===== config.mk =====
export PLATFORM = sky130hd
export DESIGN_NAME = insmem_loader
export DESIGN_NICKNAME = d
export VERILOG_FILES = /design/src/rtl/insmem_loader_pkg.sv /design/src/rtl/insmem_loader.sv
export SDC_FILE = /design/constraint.sdc
export NUM_CORES = 1
export LEC_CHECK = 0
export ABC_AREA = 1
export CAP_MARGIN = 20
export CORE_ASPECT_RATIO = 0.75
export CORE_MARGIN = 2
export CORE_UTILIZATION = 50
export DETAILED_ROUTE_END_ITERATION = 10
export PLACE_DENSITY = 0.76
export SYNTH_ARGS = -nofsm -noshare
export SYNTH_HDL_FRONTEND = slang
export SYNTH_SLANG_ARGS = --single-unit

===== constraint.sdc =====
create_clock -name clka -period 2.6 [get_ports clka]
set_input_delay 0.52 -clock clka [delete_from_list [all_inputs] [get_ports clka]]
set_output_delay 0.52 -clock clka [all_outputs]
set_load 0.05 [all_outputs]

===== src/rtl/insmem_loader_pkg.sv =====
// Shared types and constants for the instruction-memory loader.
package insmem_loader_pkg;

    localparam int unsigned PC_BITS_DEF = 6;
    localparam int unsigned WE_HOLD_DEF = 2;
    localparam int unsigned MAX_WORDS   = 1 << (PC_BITS_DEF - 1);

    typedef enum logic [2:0] {
        ST_IDLE,
        ST_LEN,
        ST_HI,
        ST_LO,
        ST_WR,
        ST_CHK,
        ST_DONE,
        ST_ERR
    } state_t;

    typedef enum logic [1:0] {
        ERR_NONE = 2'b00,
        ERR_LEN  = 2'b01,
        ERR_CHK  = 2'b10
    } load_err_t;

    // States in which the loader takes a byte from the host link.
    function automatic logic accepts_byte(input state_t s);
        return (s == ST_LEN) || (s == ST_HI) || (s == ST_LO) || (s == ST_CHK);
    endfunction

endpackage


===== src/rtl/insmem_loader.sv =====
// Host byte stream -> instruction memory write port, with length/checksum validation.
module insmem_loader
    import insmem_loader_pkg::*;
#(
    parameter int unsigned PC_BITS = PC_BITS_DEF,
    parameter int unsigned WE_HOLD = WE_HOLD_DEF
) (
    input  logic               clka,
    input  logic               reset,
    input  logic               start,
    input  logic [7:0]         byte_in,
    input  logic               byte_valid,
    output logic               byte_ready,
    output logic               we_insmem,
    output logic [PC_BITS-1:0] pc,
    output logic [15:0]        instruction_in,
    output logic               cpu_halt,
    output logic               load_done,
    output logic [1:0]         load_err
);

    localparam int unsigned IDX_W     = PC_BITS - 1;
    localparam int unsigned WORDS_CAP = 1 << IDX_W;
    localparam int unsigned HOLD_W    = (WE_HOLD < 2) ? 1 : $clog2(WE_HOLD + 1);

    state_t             state_q, state_d;
    logic               ready_q, ready_d;
    logic               we_q, we_d;
    logic [PC_BITS-1:0] pc_q, pc_d;
    logic [15:0]        instr_q, instr_d;
    logic               halt_q, halt_d;
    logic               done_q, done_d;
    logic [1:0]         err_q, err_d;
    logic [IDX_W-1:0]   word_idx_q, word_idx_d;
    logic [IDX_W-1:0]   last_idx_q, last_idx_d;
    logic [HOLD_W-1:0]  hold_q, hold_d;
    logic [7:0]         csum_q, csum_d;
    logic               xfer;

    assign xfer = byte_valid & ready_q;

    // Next-state and next-output logic.
    always_comb begin
        state_d    = state_q;
        we_d       = 1'b0;
        pc_d       = pc_q;
        instr_d    = instr_q;
        halt_d     = halt_q;
        done_d     = done_q;
        err_d      = err_q;
        word_idx_d = word_idx_q;
        last_idx_d = last_idx_q;
        hold_d     = hold_q;
        csum_d     = csum_q;

        case (state_q)
            ST_IDLE, ST_DONE, ST_ERR: begin
                if (start) begin
                    state_d    = ST_LEN;
                    halt_d     = 1'b1;
                    done_d     = 1'b0;
                    err_d      = ERR_NONE;
                    word_idx_d = '0;
                    csum_d     = '0;
                    hold_d     = '0;
                end
            end
            ST_LEN: begin
                if (xfer) begin
                    if ((byte_in == 8'd0) || (32'(byte_in) > WORDS_CAP)) begin
                        state_d = ST_ERR;
                        err_d   = ERR_LEN;
                        halt_d  = 1'b0;
                    end else begin
                        last_idx_d = IDX_W'(32'(byte_in) - 32'd1);
                        state_d    = ST_HI;
                    end
                end
            end
            ST_HI: begin
                if (xfer) begin
                    instr_d[15:8] = byte_in;
                    csum_d        = csum_q ^ byte_in;
                    state_d       = ST_LO;
                end
            end
            ST_LO: begin
                if (xfer) begin
                    instr_d[7:0] = byte_in;
                    csum_d       = csum_q ^ byte_in;
                    pc_d         = {word_idx_q, 1'b0};
                    we_d         = 1'b1;
                    hold_d       = '0;
                    state_d      = ST_WR;
                end
            end
            ST_WR: begin
                // WE_HOLD cycles with we high, then one settle cycle with pc/data held.
                if (hold_q < HOLD_W'(WE_HOLD - 1)) begin
                    we_d   = 1'b1;
                    hold_d = hold_q + HOLD_W'(1);
                end else if (hold_q == HOLD_W'(WE_HOLD - 1)) begin
                    hold_d = hold_q + HOLD_W'(1);
                end else if (word_idx_q == last_idx_q) begin
                    state_d = ST_CHK;
                end else begin
                    word_idx_d = word_idx_q + IDX_W'(1);
                    state_d    = ST_HI;
                end
            end
            ST_CHK: begin
                if (xfer) begin
                    halt_d = 1'b0;
                    if (byte_in == csum_q) begin
                        state_d = ST_DONE;
                        done_d  = 1'b1;
                    end else begin
                        state_d = ST_ERR;
                        err_d   = ERR_CHK;
                    end
                end
            end
            default: state_d = ST_IDLE;
        endcase

        ready_d = accepts_byte(state_d);
    end

    // State and registered outputs, synchronous reset.
    always_ff @(posedge clka) begin
        if (reset) begin
            state_q    <= ST_IDLE;
            ready_q    <= 1'b0;
            we_q       <= 1'b0;
            pc_q       <= '0;
            instr_q    <= '0;
            halt_q     <= 1'b0;
            done_q     <= 1'b0;
            err_q      <= ERR_NONE;
            word_idx_q <= '0;
            last_idx_q <= '0;
            hold_q     <= '0;
            csum_q     <= '0;
        end else begin
            state_q    <= state_d;
            ready_q    <= ready_d;
            we_q       <= we_d;
            pc_q       <= pc_d;
            instr_q    <= instr_d;
            halt_q     <= halt_d;
            done_q     <= done_d;
            err_q      <= err_d;
            word_idx_q <= word_idx_d;
            last_idx_q <= last_idx_d;
            hold_q     <= hold_d;
            csum_q     <= csum_d;
        end
    end

    assign byte_ready     = ready_q;
    assign we_insmem      = we_q;
    assign pc             = pc_q;
    assign instruction_in = instr_q;
    assign cpu_halt       = halt_q;
    assign load_done      = done_q;
    assign load_err       = err_q;

endmodule

==> results.cfg <==
[status]
outcome = finished clean

[setup_path]
max_stage_delay_ps = 460
timing.critical_path.max_delay_family = buffers and inverters
cp_data_arrival_time_ps = 2270
worst-path-buf-inv = 3
start_kind = input port
crit_top_cell = inv_1
cp_max_fo = 9
endpoint_kind = flop
slowest_stage = clkdlybuf4s50_1
cp.required_ps = 2800
cp_cell_sequence = clkdlybuf4s50_1 -> inv_1 -> ha_1 -> nand3_1 -> nand2_1 -> nand4_2 -> nor2_4 -> inv_1 -> o21ai_0 -> a21oi_1
crit_type = input port to flop

[synth]
synth_top_cell_by_area = dfxtp_1
synthCells = 338
syn-num-nets = 354
yosys.cell_types.count = 31
synth_most_common_cell = nand2_1
synth_top_area_share_pct = 41.3
synth_area_leaders = dfxtp_1, nand2_1, a21oi_1
syn_area_per_cell_um2 = 7.17
async_flop_share_pct = 0
ys_warn_count = 0
synthTopCellsByCount = nand2_1, dfxtp_1, a21oi_1
synth_top_flop_cell = dfxtp_1
synth_edf_count = 0
synth-seq-cells = 50
ys_seq_area_share_pct = 41.3
synth_area_um2 = 2420

[detailed_routing]
drt_first_pass_iters = 4
vias = 2280
drc = 0
drtIter0Drc = 145
antenna_left = 0
avgRoutedWirePerCell_um = 13.3
drt-total-wl_mm = 5.80
viasPerCell = 5.22

[timing]
slew_viol_final = 0
tightest_slew_ps = 528
hold_ws_ps = 471
rsz0062_at_grt = no
hold_viol = 0
final.setup.worst_slack_ps = 530
slew-limit-headroom_pct = 64.7
finalCritPeriodShare_pct = 79.6
setup_tns_ps = 0
finClkSkew_ps = 9.57
setup_viol = 0
max_freq_mhz = 483
fin_crit_ps = 2070

[placed_design]
gp_congestion = 0.955
io_buffers = 38
post-place-ws_ps = 261
dp_cells = 430
placed_area_um2 = 2880
hpwl_mm = 4.42

[cts]
clk_latency_ps = 300
ctsResizeCount = 0
cts.sink_count = 50
cts_tree = yes
clk_path_buf_depth = 2
h-tree-depth = 2
post_cts_buffers = 0
clk_pin_slew_ps = 90
holdBufCountCts = 0
cts_made_buffers = 5
clockRootBuffer = clkbuf_8

[layout]
final_area_um2 = 2990
area_delta_synth_final_pct = 23.3
post-route-util_pct = 65.4
n_antenna_cell = 0
nNetsFinal = 396
final_cells = 437
layout-drive-gt1-share_pct = 9.74

[global_route]
antenna_found_initial = 0
top_usage_layer = met1
grt_max_degree = 27
grt_util_met2_pct = 33.3
grt_use_met3_pct = 5.30
grtUsageTotal_pct = 22.9
grt_pass1_wl_mm = 10.0
grt-ovfl-total = 0
grt_pass1_vias = 2150
met1_usage_pct = 34.2

[floorplan]
core_um2 = 4570
ios = 40
fp-row-count = 21
die_h_um = 64.3
dieWidth_um = 84.4
initial_core_util_pct = 53.0
dieArea_um2 = 5430

[pwr]
finalPower_mw = 2.87
p_per_area_nw_per_um2 = 959
ir_drop_mv = 0.715
leakage_nw = 1.31

[worst_hold_path]
hp-class = flop to flop

[job]
maxCapViolations = 0
[final cells by class]
| class | instances | area, um2 |
|---|---|---|
| repair buffers | 45 | 433 |
| clock inverters | 1 | 30.0 |
| clock buffers | 6 | 82.6 |
| inverters | 46 | 173 |
| fillers | 411 | 1580 |
| flip-flops and latches | 50 | 1000 |
| multi-input cells | 232 | 1200 |
| well taps | 57 | 71.3 |
[final timing paths]
kind,from,to,slack [ps],cells past startpoint
setup / recovery,byte_in[0],last_idx_q[3],530,10
hold / removal,load_err[0],load_err[0],470,2
setup reg to reg,state_q[2],word_idx_q[0],750,10
hold reg to reg,load_err[0],load_err[0],470,2
[worst min-delay path: cells and delay by family (launching register included)]
| kind | cells | cell delay [ps] |
|---|---|---|
| AO/OA/AOI/OAI | 1 | 50 |
| flip-flops | 1 | 320 |
| AND/OR/NAND/NOR | 1 | 60 |
[cell families (layout without fill, tap and decap cells)]
logic type | count (synthesis) | after routing | share of synthesized area [%]
and+or+nand+nor | 129 | 129 | 24.8
AOI/OAI and AO/OA | 91 | 91 | 19.9
buffers and inverters | 56 | 98 | 9.29
DFF | 50 | 50 | 41.3
xor gates and xnor gates | 7 | 7 | 2.53
adders and majority gates | 4 | 4 | 2.06
other | 1 | 1 | 0.155
[layout by cell type (no fill, tap or decap), types with 2 or more instances in the layout]
cell type / instances
nand2_4: 2
inv_2: 7
a31oi_1: 3
clkdlybuf4s50_1: 38
nand3_1: 14
nor2_4: 3
nand3_2: 4
inv_1: 39
nand2_2: 3
nor2_1: 26
o21ai_0: 35
ha_1: 4
nor3_1: 3
o21ai_1: 7
buf_4: 7
o211a_1: 3
clkbuf_8: 6
xnor2_1: 4
dfxtp_1: 50
xor2_1: 3
nand2_1: 69
a21oi_1: 40
[registers in the layout, indices dropped and copies added (netlist names), 2 cells and up]
signal	count
hold_q	2
last_idx_q	5
instruction_in	16
load_err	2
pc	5
state_q	3
word_idx_q	5
csum_q	8
[power by group]
part           internal, mW  leakage [nW]  switching [mW]  total [mW]
registers             0.912         0.406           0.105        1.02
logic                 0.437         0.846           0.854        1.29
clock network         0.308        0.0573           0.249       0.557
[metal layers]
metal	wire length, um	up-vias
met3	302	4
li1	-	1176
met5	0	-
met4	40	0
met1	3120	1048
met2	2340	52
(Power assumes the default switching activity.)
